===== config.mk =====
export PLATFORM = sky130hd
export DESIGN_NAME = brq_dmem_arbiter
export DESIGN_NICKNAME = d
export VERILOG_FILES = /design/src/rtl/brq_arb_pkg.sv /design/src/rtl/brq_rr_picker.sv /design/src/rtl/brq_dmem_arbiter.sv
export SDC_FILE = /design/constraint.sdc
export NUM_CORES = 1
export LEC_CHECK = 0
export ABC_AREA = 1
export CAP_MARGIN = 25
export CORE_AREA = 2 2 89 91
export CTS_CLUSTER_SIZE = 12
export DETAILED_ROUTE_END_ITERATION = 8
export DIE_AREA = 0 0 91 93
export PLACE_DENSITY_LB_ADDON = 0.25
export SYNTH_ARGS = -nofsm -noshare
export SYNTH_HDL_FRONTEND = slang
export SYNTH_HIERARCHICAL = 1
export SYNTH_SLANG_ARGS = --single-unit

===== constraint.sdc =====
create_clock -name brq_clk -period 2 [get_ports brq_clk]
set_input_delay 0.5 -clock brq_clk [delete_from_list [all_inputs] [get_ports brq_clk]]
set_output_delay 0.5 -clock brq_clk [all_outputs]
set_load 0.005 [all_outputs]

===== src/rtl/brq_arb_pkg.sv =====
// rtl/brq_arb_pkg.sv - shared types and helpers for the DCCM arbiter
//
// Purpose: master-index and grant types, the registered arbiter state, and
//          the round-robin index increment used by the picker.
// Ports:   none (package).
package brq_arb_pkg;

  localparam int MAX_MASTERS = 4;

  // Index of a requesting master (wide enough for MAX_MASTERS).
  typedef logic [1:0] mst_idx_t;

  // Grant vector at the widest supported configuration.
  typedef logic [MAX_MASTERS-1:0] gnt_vec_t;

  // Registered arbiter state: round-robin pointer plus the read that is
  // waiting for its data to come back from the DCCM.
  typedef struct packed {
    mst_idx_t last_gnt;
    logic     rd_pend;
    mst_idx_t rd_idx;
  } arb_state_t;

  // Next index in round-robin order, wrapping at n.
  function automatic mst_idx_t rr_next(input mst_idx_t idx, input int n);
    if (int'(idx) + 1 >= n) begin
      return '0;
    end
    return idx + mst_idx_t'(1);
  endfunction

endpackage


===== src/rtl/brq_rr_picker.sv =====
// rtl/brq_rr_picker.sv - combinational round-robin request picker
//
// Purpose: picks one requester, starting the search at the master after
//          last_idx and wrapping at NumMasters.
// Ports:   req       - request vector, one bit per master
//          last_idx  - index of the most recently granted master
//          gnt       - one-hot grant (all zero when nobody requests)
//          gnt_idx   - index of the granted master (0 when no grant)
//          gnt_valid - a grant was made
module brq_rr_picker
  import brq_arb_pkg::*;
#(
  parameter int NumMasters = 2
) (
  input  logic [NumMasters-1:0] req,
  input  mst_idx_t              last_idx,
  output logic [NumMasters-1:0] gnt,
  output mst_idx_t              gnt_idx,
  output logic                  gnt_valid
);

  mst_idx_t cand;

  // Walk candidates in priority order; the first requesting one wins.
  always_comb begin
    gnt       = '0;
    gnt_idx   = '0;
    gnt_valid = 1'b0;
    cand      = rr_next(last_idx, NumMasters);
    for (int k = 0; k < NumMasters; k++) begin
      for (int i = 0; i < NumMasters; i++) begin
        if (!gnt_valid && (mst_idx_t'(i) == cand) && req[i]) begin
          gnt[i]    = 1'b1;
          gnt_idx   = cand;
          gnt_valid = 1'b1;
        end
      end
      cand = rr_next(cand, NumMasters);
    end
  end

endmodule


===== src/rtl/brq_dmem_arbiter.sv =====
// rtl/brq_dmem_arbiter.sv - round-robin arbiter of several masters onto one DCCM port
//
// Purpose: grants one master per cycle, forwards its request to the DCCM in
//          the grant cycle and returns read data one cycle later.
//          Optional grant locking is built only when BRQ_ARB_LOCK_EN is defined.
// Ports:   brq_clk, brq_rst     - clock, asynchronous active-high reset
//          m_req/m_we/m_lock    - per-master request, write select, lock
//          m_addr/m_wdata/m_be  - per-master fields, master i at slice i
//          m_gnt                - one-hot combinational grant
//          m_rvalid, m_rdata    - read response (rdata shared, 0 when idle)
//          mem_*                - DCCM request; mem_rdata valid the cycle after mem_read_en
module brq_dmem_arbiter
  import brq_arb_pkg::*;
#(
  parameter int DataWidth  = 32,
  parameter int AddrWidth  = 15,
  parameter int NumMasters = 2
) (
  input  logic                                brq_clk,
  input  logic                                brq_rst,
  input  logic [NumMasters-1:0]               m_req,
  input  logic [NumMasters-1:0]               m_we,
  input  logic [NumMasters*AddrWidth-1:0]     m_addr,
  input  logic [NumMasters*DataWidth-1:0]     m_wdata,
  input  logic [NumMasters*(DataWidth/8)-1:0] m_be,
  input  logic [NumMasters-1:0]               m_lock,
  output logic [NumMasters-1:0]               m_gnt,
  output logic [NumMasters-1:0]               m_rvalid,
  output logic [DataWidth-1:0]                m_rdata,
  output logic                                mem_read_en,
  output logic                                mem_write_en,
  output logic [AddrWidth-1:0]                mem_addr,
  output logic [DataWidth-1:0]                mem_wdata,
  output logic [DataWidth/8-1:0]              mem_be,
  input  logic [DataWidth-1:0]                mem_rdata
);

  localparam int BeWidth = DataWidth / 8;

  arb_state_t state_q;

  logic [NumMasters-1:0] eff_req;
  logic [NumMasters-1:0] pick_gnt;
  mst_idx_t              pick_idx;
  logic                  pick_valid;
  logic                  gnt_any;

  logic                  sel_we;
  logic [AddrWidth-1:0]  sel_addr;
  logic [DataWidth-1:0]  sel_wdata;
  logic [BeWidth-1:0]    sel_be;

`ifdef BRQ_ARB_LOCK_EN
  logic     lock_q;
  mst_idx_t lock_owner_q;
  logic     owner_req;
  logic     sel_lock;

  always_comb begin
    owner_req = 1'b0;
    sel_lock  = 1'b0;
    for (int i = 0; i < NumMasters; i++) begin
      if (mst_idx_t'(i) == lock_owner_q) begin
        owner_req = m_req[i];
      end
      if (pick_gnt[i]) begin
        sel_lock = m_lock[i];
      end
    end
  end

  // A lock only masks the others while its owner keeps requesting; the cycle
  // the owner drops m_req everyone competes again.
  always_comb begin
    eff_req = m_req;
    if (lock_q && owner_req) begin
      for (int i = 0; i < NumMasters; i++) begin
        eff_req[i] = m_req[i] && (mst_idx_t'(i) == lock_owner_q);
      end
    end
  end

  always_ff @(posedge brq_clk or posedge brq_rst) begin
    if (brq_rst) begin
      lock_q       <= 1'b0;
      lock_owner_q <= '0;
    end else if (gnt_any) begin
      lock_q       <= sel_lock;
      lock_owner_q <= pick_idx;
    end else if (lock_q && !owner_req) begin
      lock_q <= 1'b0;
    end
  end
`else
  logic unused_lock;
  assign unused_lock = ^m_lock;
  assign eff_req     = m_req;
`endif

  brq_rr_picker #(
    .NumMasters(NumMasters)
  ) u_picker (
    .req      (eff_req),
    .last_idx (state_q.last_gnt),
    .gnt      (pick_gnt),
    .gnt_idx  (pick_idx),
    .gnt_valid(pick_valid)
  );

  // Reset masks the grant combinationally so nothing is accepted while it is
  // held, including a read that would otherwise complete after release.
  assign gnt_any = pick_valid && !brq_rst;
  assign m_gnt   = brq_rst ? '0 : pick_gnt;

  // Mux driven by the one-hot grant: no grant leaves every field at zero.
  always_comb begin
    sel_we    = 1'b0;
    sel_addr  = '0;
    sel_wdata = '0;
    sel_be    = '0;
    for (int i = 0; i < NumMasters; i++) begin
      if (m_gnt[i]) begin
        sel_we    = m_we[i];
        sel_addr  = m_addr[i*AddrWidth +: AddrWidth];
        sel_wdata = m_wdata[i*DataWidth +: DataWidth];
        sel_be    = m_be[i*BeWidth +: BeWidth];
      end
    end
  end

  assign mem_read_en  = gnt_any && !sel_we;
  assign mem_write_en = gnt_any && sel_we;
  assign mem_addr     = sel_addr;
  assign mem_wdata    = sel_wdata;
  assign mem_be       = sel_be;

  always_ff @(posedge brq_clk or posedge brq_rst) begin
    if (brq_rst) begin
      state_q.last_gnt <= mst_idx_t'(NumMasters - 1);
      state_q.rd_pend  <= 1'b0;
      state_q.rd_idx   <= '0;
    end else begin
      state_q.rd_pend <= mem_read_en;
      if (gnt_any) begin
        state_q.last_gnt <= pick_idx;
        state_q.rd_idx   <= pick_idx;
      end
    end
  end

  // Read response: the DCCM returns data exactly one cycle after the grant.
  always_comb begin
    m_rvalid = '0;
    for (int i = 0; i < NumMasters; i++) begin
      m_rvalid[i] = state_q.rd_pend && (state_q.rd_idx == mst_idx_t'(i));
    end
  end

  assign m_rdata = state_q.rd_pend ? mem_rdata : '0;

endmodule

* Yosys cells after proc, flatten, opt, wreduce, memory -nomap -nowiden
Cells that the tools add are included. W data, S select, Z words.
Word-level totals: bits in registers 5, latch bits 0, bits in writable memories 0, bits in read-only memories 0, input port bits 142, output and inout port bits 89, word-level logic and storage cells 59, memories 0
Operators by class: add/sub/neg operators 4, multiply operators 0, divide/modulo/power cells 0, magnitude comparators 2, equality and inequality tests 3, shifts and indexed selects 0, multiplexer cells 27, bitwise logic cells 0, reduce and logical (&&, ||, !) cells 20
Operators by type and width (count):
- $mux W32 | 3
- $ge A32 B3 Y1 const B | 2
- $mux W15 | 2
- $mux W2 | 9
- $logic_and A1 B1 Y1 | 12
- $mux W1 | 11
- $mux W4 | 2
- $add A2 B1 Y3 const B | 2
- $logic_not A2 Y1 | 3
- $logic_not A1 Y1 | 5
- $add A2 B1 Y2 const B | 2
- $eq A1 B2 Y1 const A | 2
- $eq A2 B1 Y1 const B | 1

* Depth between registers and ports, before layout
depth in word-level cells 24, depth in mapped cells 10

* Hierarchy
The synthesis kept the hierarchy.
Modules (own cells, without submodules):
- brq_dmem_arbiter | times used 1, cells an instance 266, area an instance 1201.2 sq um, sequential area each 101.3 sq um
- brq_rr_picker | times used 1, cells an instance 18, area an instance 100.1 sq um, sequential area each 0.0 sq um

* Worst setup path after synthesis
No wires, ideal clock.
kind reg-to-output, from register state_q[3] in the netlist's numbering, to output mem_addr[0], data arrival time 1.528 ns, slack -0.028 ns, stages on the path, launching flop included 11, path through dfstp_2 > inv_1 > ha_1 > inv_1 > nand4_1 > nand2_1 > nand2_1 > inv_2 > buf_4 > nand2_1 > nand2_1
Between the ends: longest elaborated chain between the ends 21
Ends and longest elaborated chain:
- start, declared | line brq_dmem_arbiter.sv:40 | arb_state_t state_q;
- $add A2 B1 Y3 | line brq_arb_pkg.sv:26 | if (int'(idx) + 1 >= n) begin
- $ge A32 B3 Y1 | line brq_arb_pkg.sv:26
- $mux W1 | line brq_arb_pkg.sv:26
- $mux W2 * | line brq_arb_pkg.sv:29 | return idx + mst_idx_t'(1);
- branches (longest 14 deep; another with $ge A32 B3 Y1)
- $mux W1 * | line brq_rr_picker.sv:32 | if (!gnt_valid && (mst_idx_t'(i) == cand) && req[i]) begin
- via pick_gnt[1] | line brq_dmem_arbiter.sv:43 | logic [NumMasters-1:0] pick_gnt;
- $mux W2 * | line brq_dmem_arbiter.sv:113 | assign m_gnt = brq_rst ? '0 : pick_gnt;
- $mux W15 * | line brq_dmem_arbiter.sv:122 | if (m_gnt[i]) begin
- end, declared | line brq_dmem_arbiter.sv:32 | output logic [AddrWidth-1:0] mem_addr,
Mark *: on every way through the listed nets, which the timed path passes.

* Worst setup path in the final report
from register state_q[3] in the netlist's numbering, to output mem_wdata[9]
Between the ends: longest elaborated chain between the ends 21
Ends and longest elaborated chain:
- $add A2 B1 Y3 | line brq_arb_pkg.sv:26
- $ge A32 B3 Y1 | line brq_arb_pkg.sv:26
- $mux W1 | line brq_arb_pkg.sv:26
- $mux W2 * | line brq_arb_pkg.sv:29
- branches (longest 14 deep; another with $ge A32 B3 Y1)
- $mux W1 * | line brq_rr_picker.sv:32
- via pick_gnt[1] | line brq_dmem_arbiter.sv:43
- $mux W2 * | line brq_dmem_arbiter.sv:113
- $mux W32 * | line brq_dmem_arbiter.sv:122
- end, declared | line brq_dmem_arbiter.sv:33 | output logic [DataWidth-1:0] mem_wdata,
Marks and branches as above.

==> impl_metrics.csv <==
group,metric,value,unit
clocking,cts-root-buf,"clkbuf_8",
route,drt_iter0_drc,23,
critical_path,cp_cell_sequence,"inv_4 > ha_4 > inv_2 > nand4_1 > buf_4 > nand2_4 > nand2_4 > inv_8 > buf_12 > clkbuf_16 > nand2_2 > nand2_1 > buf_2",
placed_design,dpl.hpwl,6660,µm
synth,synth_seq_cells,4,
job,cap_violations,0,
critical_path,r2r-start,"state_q[3]",
sta,finalHoldViolCount,0,
pwr,p_per_area,657,nW/µm²
critical_path,cp.arrival,2.05,ns
run_status,run_status,"finished, violations left",
synth,synth_seq_area_share,7.79,%
synth,synthTopCellsByArea,"nand2_1, nand3_1, inv_1, dfrtp_1, buf_2",
clocking,cts_tree,"yes",
synth,synthDistinctLibCells,20,
global_routing,grt_pass1_wl,14400,µm
synth,avgSynthCellArea,4.58,µm²
final_layout,largest-register,"state_q",
critical_path,worstPathRequired,1.50,ns
global_routing,grtUsageTotal,21.1,%
pwr,p_leak,2.52,nW
sta,max_slew_margin,83.8,%
route,wl_per_cell,15.1,µm
die,die_w,91,µm
sta,maxSlewViolCount,0,
synth,synth_area_leader_cell,"nand2_1",
min_path,min_path_type,"register to register",
critical_path,path_class,"register to primary output",
global_routing,antenna_found_initial,0,
global_routing,grt_pass1_vias,2833,
final_layout,layout-drive-gt1-share,37.6,%
clocking,cts_hold_buf,0,
sta,worst_pin_slew,0.242,ns
sta,setup-tns-final,-27.87,ns
run_status,violations,"setup timing",
final_layout,fin_nets,695,
critical_path,end_kind,"primary output",
min_path,hold_path.startpoint,"state_q[3]",
sta,clock.fmax,393,MHz
critical_path,slowest_stage,"dfstp_2",
pwr,p_switching,1.30,mW
synth,netlist_instances,284,
die,io_pins,231,
pwr,seqPwrFrac,4.6,%
die,die_h,93,µm
synth,synth_area,1300,µm²
clocking,cts_buffers,3,
die,num_rows,32,
pwr,combPwrFrac,89.3,%
pwr,switching_share,43.5,%
pwr,p_total,2.99,mW
synth,yosys.area.top_type_share,43.3,%
synth,syn_nets,428,
die,core,7530,µm²
sta,period_share,127,%
route,drc,0,
clocking,clock_sinks,4,
sta,finalWorstPathRequiredPeriod,2.55,ns
critical_path,start_kind,"register",
placed_design,gp_congestion,0.816,
final_layout,layout_commonest_cell,"clkdlybuf4s50_1",
final_layout,top_regs,"state_q (4)",
die,initial_utilization,17.3,%
clocking,cts_max_path_buffers,2,
critical_path,critPathMaxStageDelay,0.55,ns
final_layout,largest_reg_flops,4,
route,drt-vias-per-instance,4.40,
pwr,peakVddDrop,0.312,mV
pwr,p_int,1.69,mW
route,drt_wl_total,9850,µm
sta,fin_ws,-0.547,ns
route,vias,2873,
clocking,path_clk_slew,0.03,ns
global_routing,gr-total-overflow,0,
global_routing,grt_max_degree,21,
final_layout,layout_common_cells,"clkdlybuf4s50_1, nand2_1, buf_2",
critical_path,worstSetupStartpoint,"state_q[3]",
route,antenna_left,0,
sta,rsz0062_at_grt,"true",
placed_design,portBuffers,228,
critical_path,cp_common_cell,"nand2_4",
sta,setup_viol,55,
pwr,p_clk_share,6.1,%
synth,yosys_warnings,6,
final_layout,syn_to_final_growth,250,%
route,dr.pass1.iters,4,
die,dieArea,8460,µm²
clocking,clkLatencyLatePin,0.22,ns
critical_path,worst-path-max-fanout,5,
clocking,htree_levels,1,
sta,fin_skew,0.00257,ns
[kinds of logic after synthesis]
logic type | share of synthesized area [%]
and+or+nand+nor | 66.3
buffers and inverters | 21.4
AOI/OAI and AO/OA | 2.50
DFF | 7.79
adders and majority gates | 1.92
[repair_timing]
item | 4_1_cts | 5_1_grt
endpoints found under the setup margin | 88 | 58
gates resized for setup | 351 | 49
setup buffers | 29 | 4
cloned | 7 | 5
pin swaps | 23 | 16
[per-layer routing]
metal	global-route usage, %	share of wire [%]
met5	0	0
met4	5.68	2.0
met3	5.40	8.3
met2	42.3	55
met1	21.3	35
[final timing paths]
| path | slack [ns] | to | cells after the start |
|---|---|---|---|
| hold / removal | 0.49 | state_q[3] | 2 |
| min in group asynchronous | 0.74 | state_q[0] | 3 |
| hold reg to reg | 0.49 | state_q[3] | 2 |
| setup / recovery | -0.55 | mem_wdata[9] | 13 |
| setup reg to reg | 0.14 | state_q[0] | 13 |
| max in group asynchronous | 1.06 | state_q[3] | 3 |
[area by class of cell]
cell class              count  area, µm²
diodes                      1       2.50
clock buffers               4       45.0
fillers                   717       2970
inverters                  45        184
multi-input cells         216       1340
flip-flops and latches      4        101
well taps                 102        128
repair buffers            281       2750
[synth_stat cells]
cell type and n:
nand2_1 150, nor2_1 2, ha_1 2, nor2_4 1, nor3_1 2, dfrtp_1 3
buf_6 1, inv_1 41, dfstp_2 1, clkbuf_1 1, nand3_1 53, nand4_1 1
o21ai_0 1, buf_4 4, a2bb2oi_1 1, a21oi_1 1, inv_2 4, o21ai_1 1
a21oi_2 1, buf_2 13
[stage by stage]
step / util, % / cell area [µm²] / setup WS [ns] / instances / hold WS, ns
final: 60.5 / 4550 / -0.547 / 653 / 0.487
after CTS: 58.4 / 4390 / -0.497 / 654 / 0.476
after global placement: 51.0 / 3840 / -0.871 / 616 / 0.456
after detailed placement: 51.0 / 3840 / -0.893 / 616 / 0.467
after floorplan: - / 1320 / -0.00307 / 284 / 0.257
after global routing: 60.5 / 4550 / -0.635 / 652 / 0.505
[worst max-delay path, delay by kind of cell (launching register included)]
family                   cells  cell delay, ns
AND/OR/NAND/NOR              5            0.37
buffers and inverters        7            0.74
adder cells (fa/ha/maj)      1            0.16
flip-flops                   1            0.55
[power groups by stage]
stage	clock (mW)	combinational [mW]	sequential (mW)
2_1_floorplan	0	0.761	0.126
3_3_place_gp	0	1.99	0.130
3_5_place_dp	0	2.03	0.130
4_1_cts	0.182	2.46	0.133
5_1_grt	0.192	2.87	0.140
6_report	0.184	2.67	0.136
(Power assumes the default switching activity.)
